**src/rtl/tdc_result_fifo_if.sv**
```systemverilog
// tdc_result_fifo_if: capture/readout signal bundle for the TDC result FIFO
//   slave  : the FIFO (takes done/TDC/ready/clear, drives head word and status)
//   master : the environment (TDC core + readout consumer)
interface tdc_result_fifo_if #(
    parameter int DATA_W = 16,
    parameter int DEPTH  = 16,
    parameter int SEQ_W  = 8,
    parameter int DROP_W = 16
);
    logic                    iDone;
    logic [DATA_W-1:0]       iTDC;
    logic [SEQ_W+DATA_W-1:0] oData;
    logic                    oValid;
    logic                    iReady;
    logic [$clog2(DEPTH):0]  oLevel;
    logic                    oFull;
    logic [DROP_W-1:0]       oDropCnt;
    logic                    oOverflow;
    logic                    iClrStat;
    modport master (output iDone, iTDC, iReady, iClrStat,
                    input  oData, oValid, oLevel, oFull, oDropCnt, oOverflow);
    modport slave  (input  iDone, iTDC, iReady, iClrStat,
                    output oData, oValid, oLevel, oFull, oDropCnt, oOverflow);
endinterface

```
**src/rtl/tdc_result_fifo.sv**
```systemverilog
// tdc_result_fifo: tags each TDC conversion with a wrapping sequence number and buffers it in an FWFT FIFO
//   iClk, iRst : clock, asynchronous active-high reset
//   bus        : slave side of tdc_result_fifo_if (capture in, valid/ready stream out, drop stats)
module tdc_result_fifo #(
    parameter int DATA_W = 16,
    parameter int DEPTH  = 16,
    parameter int SEQ_W  = 8,
    parameter int DROP_W = 16
) (
    input logic iClk,
    input logic iRst,
    tdc_result_fifo_if.slave bus
);
    localparam int AW = $clog2(DEPTH);
    localparam int LW = AW + 1;
    localparam int WW = SEQ_W + DATA_W;
    logic [WW-1:0]     mem_q [DEPTH];
    logic [AW-1:0]     wr_ptr_q, rd_ptr_q;
    logic [LW-1:0]     level_q, level_d;
    logic [SEQ_W-1:0]  seq_q;
    logic [DROP_W-1:0] drop_q, drop_d;
    logic              ovf_q, ovf_d, done_q;
    logic [WW-1:0]     data_q, head_d, word;
    logic              cap, full, push, drop, pop;
    always_comb begin
        cap     = bus.iDone & ~done_q;
        full    = level_q == LW'(DEPTH);
        push    = cap & ~full;
        drop    = cap & full;
        pop     = (level_q != '0) & bus.iReady;
        word    = {seq_q, bus.iTDC};
        level_d = level_q + LW'(push) - LW'(pop);
        // Head is kept in a register: it follows the next stored entry on a pop, takes the
        // incoming word when that word becomes the only entry, and otherwise holds (last head).
        head_d  = (pop & (level_q > LW'(1))) ? mem_q[rd_ptr_q + AW'(1)] :
                  (push & (level_q == LW'(pop))) ? word : data_q;
        // A drop in the same cycle as a clear leaves a count of one.
        drop_d  = drop ? (bus.iClrStat ? DROP_W'(1) : (&drop_q ? drop_q : drop_q + DROP_W'(1))) :
                  (bus.iClrStat ? '0 : drop_q);
        ovf_d   = drop | (ovf_q & ~bus.iClrStat);
    end
    always_ff @(posedge iClk or posedge iRst) begin
        if (iRst) begin
            done_q   <= 1'b0;
            wr_ptr_q <= '0;
            rd_ptr_q <= '0;
            level_q  <= '0;
            seq_q    <= '0;
            drop_q   <= '0;
            ovf_q    <= 1'b0;
            data_q   <= '0;
        end else begin
            done_q   <= bus.iDone;
            wr_ptr_q <= push ? wr_ptr_q + AW'(1) : wr_ptr_q;
            rd_ptr_q <= pop ? rd_ptr_q + AW'(1) : rd_ptr_q;
            level_q  <= level_d;
            seq_q    <= cap ? seq_q + SEQ_W'(1) : seq_q;
            drop_q   <= drop_d;
            ovf_q    <= ovf_d;
            data_q   <= head_d;
        end
    end
    always_ff @(posedge iClk) begin
        if (push) mem_q[wr_ptr_q] <= word;
    end
    assign bus.oData     = data_q;
    assign bus.oValid    = level_q != '0;
    assign bus.oLevel    = level_q;
    assign bus.oFull     = full;
    assign bus.oDropCnt  = drop_q;
    assign bus.oOverflow = ovf_q;
endmodule

```
**src/flat_wrapper.sv**
```systemverilog
// flat-port wrapper written by rule: the top's interface ports become plain ports
module tdc_result_fifo_flat 
#(
    parameter int DATA_W = 16,
    parameter int DEPTH  = 16,
    parameter int SEQ_W  = 8,
    parameter int DROP_W = 16
)
  (iClk, iRst, bus_iDone, bus_iTDC, bus_iReady, bus_iClrStat, bus_oData, bus_oValid, bus_oLevel, bus_oFull, bus_oDropCnt, bus_oOverflow);
  tdc_result_fifo_if #(.DATA_W(DATA_W), .DEPTH(DEPTH), .SEQ_W(SEQ_W), .DROP_W(DROP_W)) bus_i ();
  input logic iClk;
  input logic iRst;
  input wire logic [$bits(bus_i.iDone)-1:0] bus_iDone;
  input wire logic [$bits(bus_i.iTDC)-1:0] bus_iTDC;
  input wire logic [$bits(bus_i.iReady)-1:0] bus_iReady;
  input wire logic [$bits(bus_i.iClrStat)-1:0] bus_iClrStat;
  output wire logic [$bits(bus_i.oData)-1:0] bus_oData;
  output wire logic [$bits(bus_i.oValid)-1:0] bus_oValid;
  output wire logic [$bits(bus_i.oLevel)-1:0] bus_oLevel;
  output wire logic [$bits(bus_i.oFull)-1:0] bus_oFull;
  output wire logic [$bits(bus_i.oDropCnt)-1:0] bus_oDropCnt;
  output wire logic [$bits(bus_i.oOverflow)-1:0] bus_oOverflow;
  assign bus_i.iDone = bus_iDone;
  assign bus_i.iTDC = bus_iTDC;
  assign bus_i.iReady = bus_iReady;
  assign bus_i.iClrStat = bus_iClrStat;
  assign bus_oData = bus_i.oData;
  assign bus_oValid = bus_i.oValid;
  assign bus_oLevel = bus_i.oLevel;
  assign bus_oFull = bus_i.oFull;
  assign bus_oDropCnt = bus_i.oDropCnt;
  assign bus_oOverflow = bus_i.oOverflow;
  tdc_result_fifo #(.DATA_W(DATA_W), .DEPTH(DEPTH), .SEQ_W(SEQ_W), .DROP_W(DROP_W)) u_core (.iClk(iClk), .iRst(iRst), .bus(bus_i));
endmodule
```
**config.mk**
```make
export PLATFORM = sky130hd
export DESIGN_NAME = tdc_result_fifo_flat
export DESIGN_NICKNAME = d
export VERILOG_FILES = /design/src/rtl/tdc_result_fifo_if.sv /design/src/rtl/tdc_result_fifo.sv /design/src/flat_wrapper.sv
export SDC_FILE = /design/constraint.sdc
export NUM_CORES = 1
export LEC_CHECK = 0
export ABC_AREA = 1
export BUFFER_PORTS_ARGS = -buffer_cell sky130_fd_sc_hd__buf_2
export CORE_AREA = 2 2 224 226
export CTS_CLUSTER_DIAMETER = 40
export DETAILED_ROUTE_END_ITERATION = 12
export DIE_AREA = 0 0 226 228
export PLACE_DENSITY = 0.67
export RECOVER_POWER = 25
export SLEW_MARGIN = 10
export SYNTH_ARGS = -nofsm -noshare
export SYNTH_HDL_FRONTEND = slang
export SYNTH_SLANG_ARGS = --single-unit
export TNS_END_PERCENT = 100
```
**constraint.sdc**
```tcl
create_clock -name iClk -period 3.8 [get_ports iClk]
set_input_delay 1.14 -clock iClk [delete_from_list [all_inputs] [get_ports iClk]]
set_output_delay 1.14 -clock iClk [all_outputs]
set_load 0.01 [all_outputs]
```
; ---- Word level (Yosys, flattened, before mapping)
; Memory sizes are Yosys's and may differ from the RTL's.
; Cells that the tools add are included.
[op_classes]
magnitude_cmp = 1
n_reduce_logical = 5
n_eq_ne = 3
add_sub_neg = 6
bitwise = 11
n_mux = 8
[op_table]
columns = cell, n
row1 = 16-bit two-way mux, 4
row2 = 24-bit two-way mux, 2
row3 = 16-bit by 1-bit adder with 16-bit output (second input constant), 1
row4 = 16-bit AND reduction, 1
row5 = 4-bit by 1-bit adder with 4-bit output (second input constant), 2
row6 = 8-bit by 1-bit adder with 8-bit output (second input constant), 1
row7 = 1-bit bitwise AND, 7
row8 = 5-bit by 1-bit adder with 5-bit output, 1
row9 = 5-bit by 1-bit == test with 1-bit output, 1
row10 = 5-bit == test (second input constant), 1
row11 = 5-bit by 1-bit greater-than comparator with 1-bit output (second input constant), 1
row12 = 5-bit nonzero test, 1
row13 = 5-bit by 1-bit subtractor with 5-bit output, 1
row14 = 2-bit nonzero test, 2
row15 = 1-bit inverter, 3
row16 = 1-bit two-way mux, 2
row17 = 2-bit != test (second input constant), 1
row18 = 2-bit AND reduction, 1
row19 = 1-bit OR, 1
[totals]
ff_bits = 63
word_cells = 43
in_bits = 21
out_inout_bits = 48
memories = 1
mem_bits_rw = 384
[mem_list]
columns = memory, depth, width, read_ports, rd_ports_with_merged_regs, wr, line_no
row1 = u_core.mem_q, 16, 24, 1, 0, 1, tdc_result_fifo.sv:17  ; logic [WW-1:0] mem_q [DEPTH];

; ---- Depth between registers and ports, before layout
; Gate-level depths: netlist (run 1).
[logic_depth]
word_depth = 6
mapped_depth = 15
ltp_nobuf = 15

; ---- Least setup slack after synthesis (run 1)
; No wires, ideal clock.
[synth_timing]
path_kind = input-to-reg
start = input port bus_iDone
end = memory u_core.mem_q[11][0] (netlist name), enable pin
setup_slack_ns = -0.017
required_ns = 3.365
setup_time_ns = 0.435
path_stages = 7
n_path_buf = 1
arrival_time_ns = 3.382
path_cell_list = inv_2 nor2_8 inv_2 nor2_4 buf_6 inv_1 nor3_1
[synth_via]
elab_chain_cells = 4
[synth_lines]
columns = element, line_no
row1 = from (decl), flat_wrapper.sv:13  ; input wire logic [$bits(bus_i.iDone)-1:0] bus_iDone;
row2 = 1-bit bitwise AND, tdc_result_fifo.sv:26  ; cap = bus.iDone & ~done_q;
row3 = 1-bit bitwise AND, tdc_result_fifo.sv:28  ; push = cap & ~full;
row4 = via u_core.push, tdc_result_fifo.sv:24  ; logic cap, full, push, drop, pop;
row5 = 1-bit two-way mux, tdc_result_fifo.sv:64  ; if (push) mem_q[wr_ptr_q] <= word;
row6 = 1-bit two-way mux (implied by the code), tdc_result_fifo.sv:64
row7 = to (decl), tdc_result_fifo.sv:17
; The timed path passes the listed nets, and every way through them passes these cells.

; ---- Worst setup path in the final report (run 1)
[layout_timing]
start = register u_core.level_q[3] (netlist: u_core.bus.oLevel[3])
end = register u_core.level_q[4] (netlist: u_core.bus.oLevel[4])
[layout_via]
word_cells_on_any_way = 7
classes_between = add/sub: 2 / eq/ne: 1 / bitwise: 3 / reduce/logical: 1
[layout_rtl]
columns = element, line_no
row1 = from (decl), tdc_result_fifo.sv:19  ; logic [LW-1:0] level_q, level_d;
row2 = from (signal assigned), tdc_result_fifo.sv:56  ; level_q <= level_d;
row3 = 5-bit nonzero test, tdc_result_fifo.sv:30  ; pop = (level_q != '0) & bus.iReady;
row4 = 1-bit bitwise AND, tdc_result_fifo.sv:30
row5 = via u_core.pop, tdc_result_fifo.sv:24
row6 = 5-bit by 1-bit subtractor with 5-bit output, tdc_result_fifo.sv:32  ; level_d = level_q + LW'(push) - LW'(pop);
row7 = via u_core.level_d[4], tdc_result_fifo.sv:19
; The timed path passes the listed nets, and every way through them passes these cells.
; A chain may end at the register's enable or synchronous reset.

==> metrics.md, run 1 <==
| Metric | Value |
|---|---|
| Outcome | complete, no violations |
| Initial antenna violation count | 4 |
| Max clock buf depth | 3 |
| Core area | slightly below 0.05 mm² |
| Min Tclk post-route | 3.02 ns |
| DR iter-0 viols | 1340 |
| Vias in the first global route | 12963 |
| Multi-input gate area | 0.00519 mm² |
| Worst-path fanout max | 8 |
| Post-synth ARST share | between 10% and 20% |
| Tot GR Track Use | about 20% |
| Max Freq | 331 MHz |
| Max-slew headroom | ~16% |
| Die Y | roughly 230 µm |
| Final Wtd Congestion | 0.899 |
| Multiplexer share of the synthesized area | 0% |
| Reg2reg start | u_core.bus.oLevel[3]$_DFF_PP0_ |
| IO Pins | between 60 and 70 |
| Pwr/cell area | 852 mW/mm² |
| Hold path cells | 2 |
| Largest family of logic cells by synthesized area | simple AND/OR/NAND/NOR gates |
| Cts bufs inserted | 56 |
| Dpl cells | 2537 |
| Hold Path Sink | u_core.bus.oData[0]$_DFFE_PP0P_ |
| Launch point of the worst hold path | u_core.bus.oData[0]$_DFFE_PP0P_ |
| Synth Area in Adders | 1.14% |
| Die area | 0.0515 mm² |
| Largest net degree at the start of global routing | 201 |
| CP Launch Type | register |
| PortBufs | 68 |
| Hold Crit Class | register to register |
| FILL cells | roughly 4500 |
| Hold-fix buffers, CTS | 0 |
| DRC viols | 0 |
| Synth Area in XOR/XNOR | 0.853% |
| CTS tree | done |
| Predominant post-synthesis flop cell | edfxtp_1 |
| YS warnings | 0 |
| First-pass GRT wire length | 76.6 mm |
| Final instance area | 0.0225 mm² |
| Critical Path RT | roughly 4.3 ns |
| Post-Layout Cell Count | 2642 |
| Crit path kind | register to register |
| RSZ-0062 raised after global routing | no |
| Clock Root Buffer | clkbuf_16 |
| Layout cell share with drive strength beyond 1 | between 10% and 20% |
| Endpoints failing hold | 0 |
| Arr. time, crit path | about 3.5 ns |
| Top-count cell post-synth | nand2_1 |
| Post-CTS Resized | 0 |
| Initial DRT Pass Iterations | 8 |
| R2r setup slk | 0.78 ns |
| Layout Nets | 1961 |
| Syn Inst Count | 1860 |
| Library cells used by synthesis | 34 |
| Vias per cell | 5.08 |
| Max-slew violations | 0 |
| Grt ovf | 0 |
| Routed WL per cell | 19.1 µm |
| Design Power | approximately 19000 µW |
| Max IR drop VDD | 0.906 mV |
| Max Clock Skew | 0.0284 ns |
| Post-synth top cells | nand2_1 (537), edfxtp_1 (384), nand3_1 (246) |
| Post-Synth Simple-Gate Area | 20.8% |
| Compound-Gate Fraction of Synth Area | 3.20% |
| Post-place instance area | 0.0205 mm² |
| Yosys top cell by area | edfxtp_1 |
| Top-area cell type share of the netlist area | 59.5% |
| Via Count | around 13000 |
| Antenna violation net count after detailed routing | 0 |
| Synthesized cell area | 0.0194 mm² |
| Post-CTS Setup Bufs | 0 |
| Lkg Pwr | 0.00910 µW |
| FF+latch area | ~0.013 mm² |
| Die X-Extent | 226 µm |
| Synth Area per Inst | 10.4 µm² |
| Slew @ Worst Pin | about 1.3 ns |
| Critical Path Sink Type | register |
| Post-synth net total | 1898 |
| Final period util | between 70 and 80% |
| Post-synthesis sequential area ratio | 67.7% |
| Worst R2R End | u_core.bus.oLevel[4]$_DFF_PP0_ |
| Antenna cells | 0 |
| #FFs+latches synth | 447 |
| Clock slew at reported path FFs | approximately 0.060 ns |
| EDFF count, synth | 384 |
| Max-cap violations | 0 |
| Initial core utilization | 39.3% |
| Area Overhead vs Synth | 16.0% |
| Later-pin clock latency in the skew report | 0.61 ns |
| Final setup viols | 0 |
| H-tree levels | 2 |
| Core Rows | 82 |
| Final wirelength | 50.5 mm |
| HPWL after detailed placement | 29.7 mm |
| Reg2Reg Depth | 15 |
| Synth top area cells | edfxtp_1 (60%), nand2_1 (10%), dfrtp_1 (8.1%) |
| CTS Sinks | 447 |
worst max-delay path, cell delays in order (launching register included):
cell,delay (ns)
dfrtp_1,0.38
inv_1,0.12
ha_1,0.18
nand2_2,0.10
nor2_4,0.19
nand2_1,0.09
nand2_1,0.20
inv_1,0.07
ha_1,0.39
inv_1,0.07
ha_1,0.24
fa_1,0.41
a21oi_1,0.17
nor2_1,0.05
nor2_1,0.11
xor2_1,0.15
routing by layer:
layer	vias to the layer above	wire length, µm	GRT usage, %
met3	114	3420	3.48
met5	-	13	0
met2	466	24200	32.0
li1	6298	-	-
met1	6534	20800	26.0
met4	2	2040	8.61
cell usage in the layout (no fill, tap or decap), drive strengths merged:
cell      instances
clkbuf           82
buf              80
nor2            153
ha               16
o211ai            8
or2               1
a31o              1
o21ai           102
a31oi             1
a21oi             3
nor4              1
clkinvlp          8
xnor2             3
xor2             15
dfrtp            63
nand4            12
bufinv            8
nor3              6
fa                1
inv             223
nand2           539
edfxtp          384
clkinv           12
nand3           248
worst max-delay path by stage:
stage / from / to / slack, ns / cells past startpoint
2_1_floorplan: bus_iDone / u_core.mem_q[11][0]$_DFFE_PP_ / -0.02 / 7
3_3_place_gp: bus_iReady / u_core.bus.oLevel[4]$_DFF_PP0_ / 0.53 / 11
3_5_place_dp: bus_iDone / u_core.mem_q[7][20]$_DFFE_PP_ / 0.59 / 10
4_1_cts: u_core.bus.oLevel[3]$_DFF_PP0_ / u_core.bus.oLevel[4]$_DFF_PP0_ / 0.77 / 15
5_1_grt: u_core.bus.oLevel[3]$_DFF_PP0_ / u_core.bus.oLevel[4]$_DFF_PP0_ / 0.53 / 15
6_report: u_core.bus.oLevel[3]$_DFF_PP0_ / u_core.bus.oLevel[4]$_DFF_PP0_ / 0.78 / 15
where the power goes:
| group | switching [µW] | leakage (µW) | total [µW] | internal (µW) |
|---|---|---|---|---|
| sequential | 552 | 0.00423 | 6570 | 6020 |
| combinational | 5030 | 0.00394 | 7100 | 2070 |
| clock | 2120 | 0.000924 | 5470 | 3350 |
| total | 7700 | 0.00910 | 19100 | 11400 |
logic make-up after synthesis:
group / after synthesis
XOR/XNOR: 18
buffers and inverters: 303
adder cells (fa/ha/maj): 17
flip-flops: 447
AND/OR/NAND/NOR: 960
AO/OA/AOI/OAI: 115
layout make-up:
class	instances	area share [%]
Clock buffer	67	6.56
Clock inverter	38	2.07
Inverter	213	3.57
Multi-Input combinational cell	1110	23.1
Sequential cell	447	58.4
Tap cell	672	3.74
Timing Repair Buffer	95	2.61
metrics by stage:
stage          hold slack [ns]  TNS (ns)  worst slack (ns)  util, %
3_3_place_gp             0.463         0             0.527     41.6
4_1_cts                  0.482         0             0.775     45.6
6_report                 0.478         0             0.779     45.5
3_5_place_dp             0.465         0             0.592     41.6
2_1_floorplan            0.479    -0.835           -0.0174        -
5_1_grt                  0.508         0             0.533     45.5
registers in the layout, indices dropped and copies added (netlist names):
signal                cells
u_core.seq_q              8
u_core.rd_ptr_q           4
u_core.bus.oLevel         5
u_core.bus.oDropCnt      16
u_core.bus.oOverflow      1
u_core.done_q             1
u_core.wr_ptr_q           4
u_core.mem_q            384
u_core.bus.oData         24
No activity file was read; power rests on OpenSTA's default activity.
==> inputs of run 2 (changes only) <==
--- a/config.mk
+++ b/config.mk
@@ -11,7 +11,7 @@
 export CTS_CLUSTER_DIAMETER = 40
 export DETAILED_ROUTE_END_ITERATION = 12
 export DIE_AREA = 0 0 226 228
-export PLACE_DENSITY = 0.67
+export PLACE_DENSITY = 0.69
 export RECOVER_POWER = 25
 export SLEW_MARGIN = 10
 export SYNTH_ARGS = -nofsm -noshare
==> constraint.sdc (replaced) <==
create_clock -name iClk -period 2.6 [get_ports iClk]
set_input_delay 0.78 -clock iClk [delete_from_list [all_inputs] [get_ports iClk]]
set_output_delay 0.78 -clock iClk [all_outputs]
set_load 0.01 [all_outputs]
==> metrics.md, run 2 (same netlist as run 1, synthesis figures left out) <==
| Metric | Value |
|---|---|
| Critical Path Sink Type | register |
| Area Overhead vs Synth | 18.5% |
| Grt ovf | 0 (unchanged) |
| Vias in the first global route | 13514 (+4.3%) |
| Arr. time, crit path | 3.02 ns (-0.51 ns) |
| Cts bufs inserted | 57 (+1.8%) |
| Layout Nets | 2006 (+2.3%) |
| Layout cell share with drive strength beyond 1 | 13.6% (+2.7 points) |
| Critical Path RT | 3.11 ns (-1.20 ns) |
| Core area | 0.0493 mm² (unchanged) |
| DRC viols | 0 (unchanged) |
| DR iter-0 viols | 1363 (+1.7%) |
| Crit path kind | register to register |
| Clock Root Buffer | clkbuf_16 |
| Initial DRT Pass Iterations | 5 (-3) |
| Commonest non-fill, non-tap cell in the layout | nand2_1 |
| Final period util | 96.6% (+17 points) |
| First-pass GRT wire length | 75.8 mm (-1.1%) |
| CP Launch Type | register |
| Hold Crit Class | primary input to asynchronous set/reset pin |
| Reg2reg start | u_core.bus.oLevel[2]$_DFF_PP0_ |
| Worst R2R End | u_core.bus.oLevel[4]$_DFF_PP0_ |
| R2r setup slk | 0.09 ns (-0.69 ns) |
| Min Tclk post-route | 2.51 ns (-0.510 ns) |
| Vias per cell | 5.05 (-0.63%) |
| H-tree levels | 2 (unchanged) |
| Design Power | 27600 µW (+44%) |
| Final setup viols | 0 (unchanged) |
| Violated checks | capacitance limit, slew limit |
| Initial antenna violation count | 0 (-4) |
| Outcome | complete, but fails checks |
| Die X-Extent | 226 µm (unchanged) |
| Dpl cells | 2577 (+1.6%) |
| Max Clock Skew | 0.0216 ns (-0.00687 ns) |
| Worst-path fanout max | 3 (-5) |
| Multi-input gate area | 0.00525 mm² (+1.1%) |
| Via Count | 13562 (+1.1%) |
| Max clock buf depth | 3 (unchanged) |
| Max-slew headroom | -7.51% (-23 points) |
| Largest net degree at the start of global routing | 134 (-33%) |
| Post-Layout Cell Count | 2688 (+1.7%) |
| Core Rows | 82 (unchanged) |
| Die area | 0.0515 mm² (unchanged) |
| Slew @ Worst Pin | 1.61 ns (+0.352 ns) |
| Initial core utilization | 39.3% (unchanged) |
| Max IR drop VDD | 1.12 mV (+24%) |
| Later-pin clock latency in the skew report | 0.60 ns (about the same) |
| Leading cell types in the layout, fill and taps excluded | nand2_1 (535), edfxtp_1 (384), nand3_1 (246) |
| Pwr/cell area | 1200 mW/mm² (+41%) |
| Clock slew at reported path FFs | 0.06 ns (about the same) |
| Tot GR Track Use | 19.1% (-0.59 points) |
| Reg with most FFs | u_core.mem_q |
| Max-slew violations | 56 (+56) |
| Max reg flops | 384 (unchanged) |
| FF+latch area | 0.0131 mm² (unchanged) |
| Endpoints failing hold | 0 (unchanged) |
| CTS tree | done |
| IO Pins | 69 (unchanged) |
| Final wirelength | 48.6 mm (-3.8%) |
| Lkg Pwr | 0.00940 µW (+3.4%) |
| Final Wtd Congestion | 0.812 (-9.6%) |
| Hold-fix buffers, CTS | 0 (unchanged) |
| Max-cap violations | 1 (+1) |
| Max Freq | 398 MHz (+20%) |
| Die Y | 228 µm (unchanged) |
| Antenna violation net count after detailed routing | 0 (unchanged) |
| PortBufs | 68 (unchanged) |
| Reg2Reg Depth | 15 (unchanged) |
| CTS Sinks | 447 (unchanged) |
| HPWL after detailed placement | 28.7 mm (-3.3%) |
| FILL cells | 4390 (-1.4%) |
| Routed WL per cell | 18.1 µm (-5.4%) |
==> run 2: cell types whose count changed in the layout (fill, tap and decap cells not counted), moves of 5 or more <==
| cell | before | now |
|---|---|---|
| buf_12 | 5 | 17 |
| clkinv_2 | 5 | 12 |
| buf_4 | 22 | 53 |
| bufinv_16 | 8 | 2 |
| clkinvlp_4 | 8 | 2 |
| clkbuf_1 | 24 | 19 |
==> run 2: critical path, stage by stage (launching register included) <==
cell and delay, ns:
dfrtp_1 0.40, inv_2 0.10, ha_2 0.21, nand2_4 0.07, nor2_4 0.11, nand2_4 0.07, nand2_4 0.06, inv_1 0.06
ha_4 0.26, inv_1 0.04, ha_2 0.20, fa_2 0.41, a21oi_2 0.14, nor2_1 0.05, nor2_1 0.12, xor2_1 0.14
==> run 2: repair_timing <==
action,4_1_cts,5_1_grt
setup endpoints to repair,0,1
resized for setup,0,4
buffers inserted,0,4
==> run 2: final cells by class <==
type / instances / area share (%)
Tap cell: 672 / 3.66
Clock buffer: 69 / 6.86
Timing Repair Buffer: 139 / 4.64
Sequential cell: 447 / 57.1
Multi-Input combinational cell: 1110 / 22.9
Clock inverter: 37 / 1.37
Inverter: 213 / 3.49
Antenna cell: 1 / 0.0109
==> run 2: metal layers <==
metal / part of all wire, % / vias to the layer above / wire, µm / track usage (%)
li1: - / 6380 / - / -
met1: 41 / 6590 / 19900 / 24.5
met2: 50 / 490 / 24100 / 32.5
met3: 5.9 / 102 / 2860 / 2.90
met4: 3.6 / 0 / 1750 / 7.62
met5: 0 / - / 0 / 0
==> run 2: worst max-delay path by stage <==
stage | depth (start not counted) | from | slack (ns) | end
2_1_floorplan | 7 | bus_iDone | -0.23 | u_core.mem_q[0][0]$_DFFE_PP_
3_3_place_gp | 11 | bus_iReady | 0.14 | u_core.bus.oLevel[4]$_DFF_PP0_
3_5_place_dp | 15 | u_core.bus.oLevel[2]$_DFF_PP0_ | 0.06 | u_core.bus.oLevel[4]$_DFF_PP0_
4_1_cts | 15 | u_core.bus.oLevel[2]$_DFF_PP0_ | 0.04 | u_core.bus.oLevel[4]$_DFF_PP0_
5_1_grt | 15 | u_core.bus.oLevel[2]$_DFF_PP0_ | -0.03 | u_core.bus.oLevel[4]$_DFF_PP0_
6_report | 15 | u_core.bus.oLevel[2]$_DFF_PP0_ | 0.09 | u_core.bus.oLevel[4]$_DFF_PP0_
==> run 2: metrics by stage <==
stage,hold slack (ns),cell area [µm²],TNS (ns),setup WS [ns],util (%)
global placement,0.467,21100,0,0.136,42.7
global route,0.152,23000,-0.0295,-0.0295,46.5
floorplan,0.479,19400,-64.91,-0.225,-
detailed placement,0.473,21100,0,0.0560,42.7
finish,0.150,23000,0,0.0889,46.5
CTS,0.0848,22900,0,0.0367,46.5
==> run 2: power breakdown <==
| group | leakage, µW | total [µW] | switching, µW | internal [µW] |
|---|---|---|---|---|
| Clock | 0.000937 | 7680 | 3110 | 4570 |
| Sequential | 0.00423 | 9350 | 563 | 8790 |
| Combinational | 0.00423 | 10600 | 7230 | 3400 |
| Total | 0.00940 | 27600 | 10900 | 16800 |
==> inputs of run 3 (changes only) <==
--- a/config.mk
+++ b/config.mk
@@ -11,7 +11,7 @@
 export CTS_CLUSTER_DIAMETER = 40
 export DETAILED_ROUTE_END_ITERATION = 12
 export DIE_AREA = 0 0 226 228
-export PLACE_DENSITY = 0.69
+export PLACE_DENSITY = 0.67
 export RECOVER_POWER = 25
 export SLEW_MARGIN = 10
 export SYNTH_ARGS = -nofsm -noshare
==> constraint.sdc (replaced) <==
create_clock -name iClk -period 2.7 [get_ports iClk]
set_input_delay 0.81 -clock iClk [delete_from_list [all_inputs] [get_ports iClk]]
set_output_delay 0.81 -clock iClk [all_outputs]
set_load 0.01 [all_outputs]
==> metrics.md, run 3 (same netlist as run 1, synthesis figures left out) <==
| Metric | Value |
|---|---|
| Antenna violation net count after detailed routing | 0 (unchanged) |
| Commonest non-fill, non-tap cell in the layout | nand2_1 |
| Max Freq | 397 MHz (-0.20%) |
| Hold Crit Class | primary input to register |
| Hold slack | 0.398 ns (+0.248 ns) |
| Initial core utilization | 39.3% (unchanged) |
| Crit path kind | register to register |
| Worst R2R End | u_core.bus.oLevel[4]$_DFF_PP0_ |
| Clock Root Buffer | clkbuf_16 |
| Max Clock Skew | 0.0196 ns (-0.00196 ns) |
| HPWL after detailed placement | 27.4 mm (-4.7%) |
| Die X-Extent | 226 µm (unchanged) |
| Cts bufs inserted | 51 (-11%) |
| DRC viols | 0 (unchanged) |
| Max clock buf depth | 3 (unchanged) |
| Max-slew violations | 0 (-100%) |
| Critical Path RT | 3.18 ns (+0.07 ns) |
| Dpl cells | 2565 (-0.47%) |
| Layout Nets | 1984 (-1.1%) |
| Initial antenna violation count | 0 (unchanged) |
| Antenna cells | 0 (-1) |
| Final Wtd Congestion | 0.806 (-0.82%) |
| Core area | 0.0493 mm² (unchanged) |
| Vias in the first global route | 13000 (-3.8%) |
| Tot GR Track Use | 18.8% (-0.36 points) |
| Final period util | 93.2% (-3.4 points) |
| Min Tclk post-route | 2.52 ns (+0.00495 ns) |
| Max-cap violations | 0 (-1) |
| IO Pins | 69 (unchanged) |
| Grt ovf | 0 (unchanged) |
| Reg2reg start | u_core.bus.oLevel[2]$_DFF_PP0_ |
| Critical Path Sink Type | register |
| CTS tree | done |
| CTS Sinks | 447 (unchanged) |
| Post-CTS Setup Bufs | 0 (unchanged) |
| Leading cell types in the layout, fill and taps excluded | nand2_1 (535), edfxtp_1 (384), nand3_1 (246) |
| Largest net degree at the start of global routing | 103 (-23%) |
| Hold-fix buffers, CTS | 0 (unchanged) |
| Via Count | 13320 (-1.8%) |
| Max-slew headroom | 37.0% (+44 points) |
| R2r setup slk | 0.18 ns (+0.10 ns) |
| PortBufs | 68 (unchanged) |
| First-pass GRT wire length | 74.5 mm (-1.6%) |
| Design Power | 26000 µW (-6.0%) |
| Pwr/cell area | 1150 mW/mm² (-4.9%) |
| Max IR drop VDD | 1.07 mV (-4.8%) |
| Core Rows | 82 (unchanged) |
| Reg with most FFs | u_core.mem_q |
| FILL cells | 4426 (+0.82%) |
| Vias per cell | 5.01 (-0.75%) |
| DR iter-0 viols | 1305 (-4.3%) |
| Arr. time, crit path | 3.00 ns (-0.02 ns) |
| Post-Layout Cell Count | 2660 (-1.0%) |
| Routed WL per cell | 18.0 µm (-0.65%) |
| Worst-path fanout max | 3 (unchanged) |
| Outcome | complete, no violations |
| Initial DRT Pass Iterations | 7 (+2) |
| Die Y | 228 µm (unchanged) |
| Clock slew at reported path FFs | 0.06 ns (about the same) |
| Reg2Reg Depth | 15 (unchanged) |
| CP Launch Type | register |
| Final wirelength | 47.8 mm (-1.7%) |
| Slack of the critical path | 0.184 ns (+0.0951 ns) |
| RSZ-0062 raised after global routing | no |
| Post-CTS Resized | 0 (unchanged) |
| Layout cell share with drive strength beyond 1 | 12.1% (-1.6 points) |
| Max reg flops | 384 (unchanged) |
| Setup WS pre-CTS | 0.112 ns (+0.0557 ns) |
| Area Overhead vs Synth | 17.1% |
| Endpoints failing hold | 0 (unchanged) |
| Final setup viols | 0 (unchanged) |
| Critical Path Source | u_core.bus.oLevel[2]$_DFF_PP0_ |
| Hold Path Sink | u_core.done_q$_DFF_PP0_ |
| Lkg Pwr | 0.00922 µW (-1.9%) |
| Launch point of the worst hold path | bus_iDone |
| H-tree levels | 2 (unchanged) |
| Die area | 0.0515 mm² (unchanged) |
| Slew @ Worst Pin | 0.944 ns (-0.668 ns) |
| Later-pin clock latency in the skew report | 0.57 ns (-0.03 ns) |
| Hold path cells | 1 |
[run 3: layout make-up]
class | instances | area, µm² | share of cell area, %
sequential | 447 | 13100 | 57.8
clock inverter | 34 | 357 | 1.57
timing repair buffer | 123 | 997 | 4.40
multi-input combinational | 1110 | 5220 | 23.0
inverter | 213 | 802 | 3.53
clock buffer | 61 | 1370 | 6.02
tap | 672 | 841 | 3.71
[run 3: routing by layer]
metal,GRT usage (%),up-vias,part of all wire [%]
met5,0,-,0
met3,2.89,94,6.5
met4,7.16,0,3.4
li1,-,6336,-
met1,24.8,6432,42
met2,31.1,458,49
[run 3: how the worst max path moves through the flow]
| stage | cells past startpoint | to |
|---|---|---|
| after CTS | 15 | u_core.bus.oLevel[4]$_DFF_PP0_ |
| after global routing | 15 | u_core.bus.oLevel[4]$_DFF_PP0_ |
| after detailed placement | 15 | u_core.bus.oLevel[4]$_DFF_PP0_ |
| final | 15 | u_core.bus.oLevel[4]$_DFF_PP0_ |
| after floorplan | 9 | u_core.mem_q[15][0]$_DFFE_PP_ |
| after global placement | 11 | u_core.bus.oLevel[4]$_DFF_PP0_ |
[run 3: metrics by stage]
stage / instance area, µm² / util, % / setup TNS [ns]
after global placement: 21000 / 42.5 / 0
final: 22700 / 46.0 / 0
after detailed placement: 21000 / 42.5 / 0
after floorplan: 19400 / - / -18.88
after global routing: 22700 / 46.0 / 0
after CTS: 22700 / 46.0 / 0
[run 3: power breakdown]
part / internal [µW] / switching (µW)
clock: 4130 / 2820
combinational: 3230 / 6720
sequential: 8460 / 617
total: 15800 / 10200
[run 3: worst max-delay path, cell delays in order, from the launching register on]
cell and delay (ns):
dfrtp_1 0.40, inv_2 0.08, ha_1 0.16, nand2_2 0.10
nor2_4 0.13, nand2_2 0.07, nand2_4 0.06, inv_1 0.05
ha_4 0.26, inv_1 0.04, ha_1 0.22, fa_2 0.36
a21oi_1 0.15, nor2_1 0.05, nor2_1 0.16, xor2_1 0.15
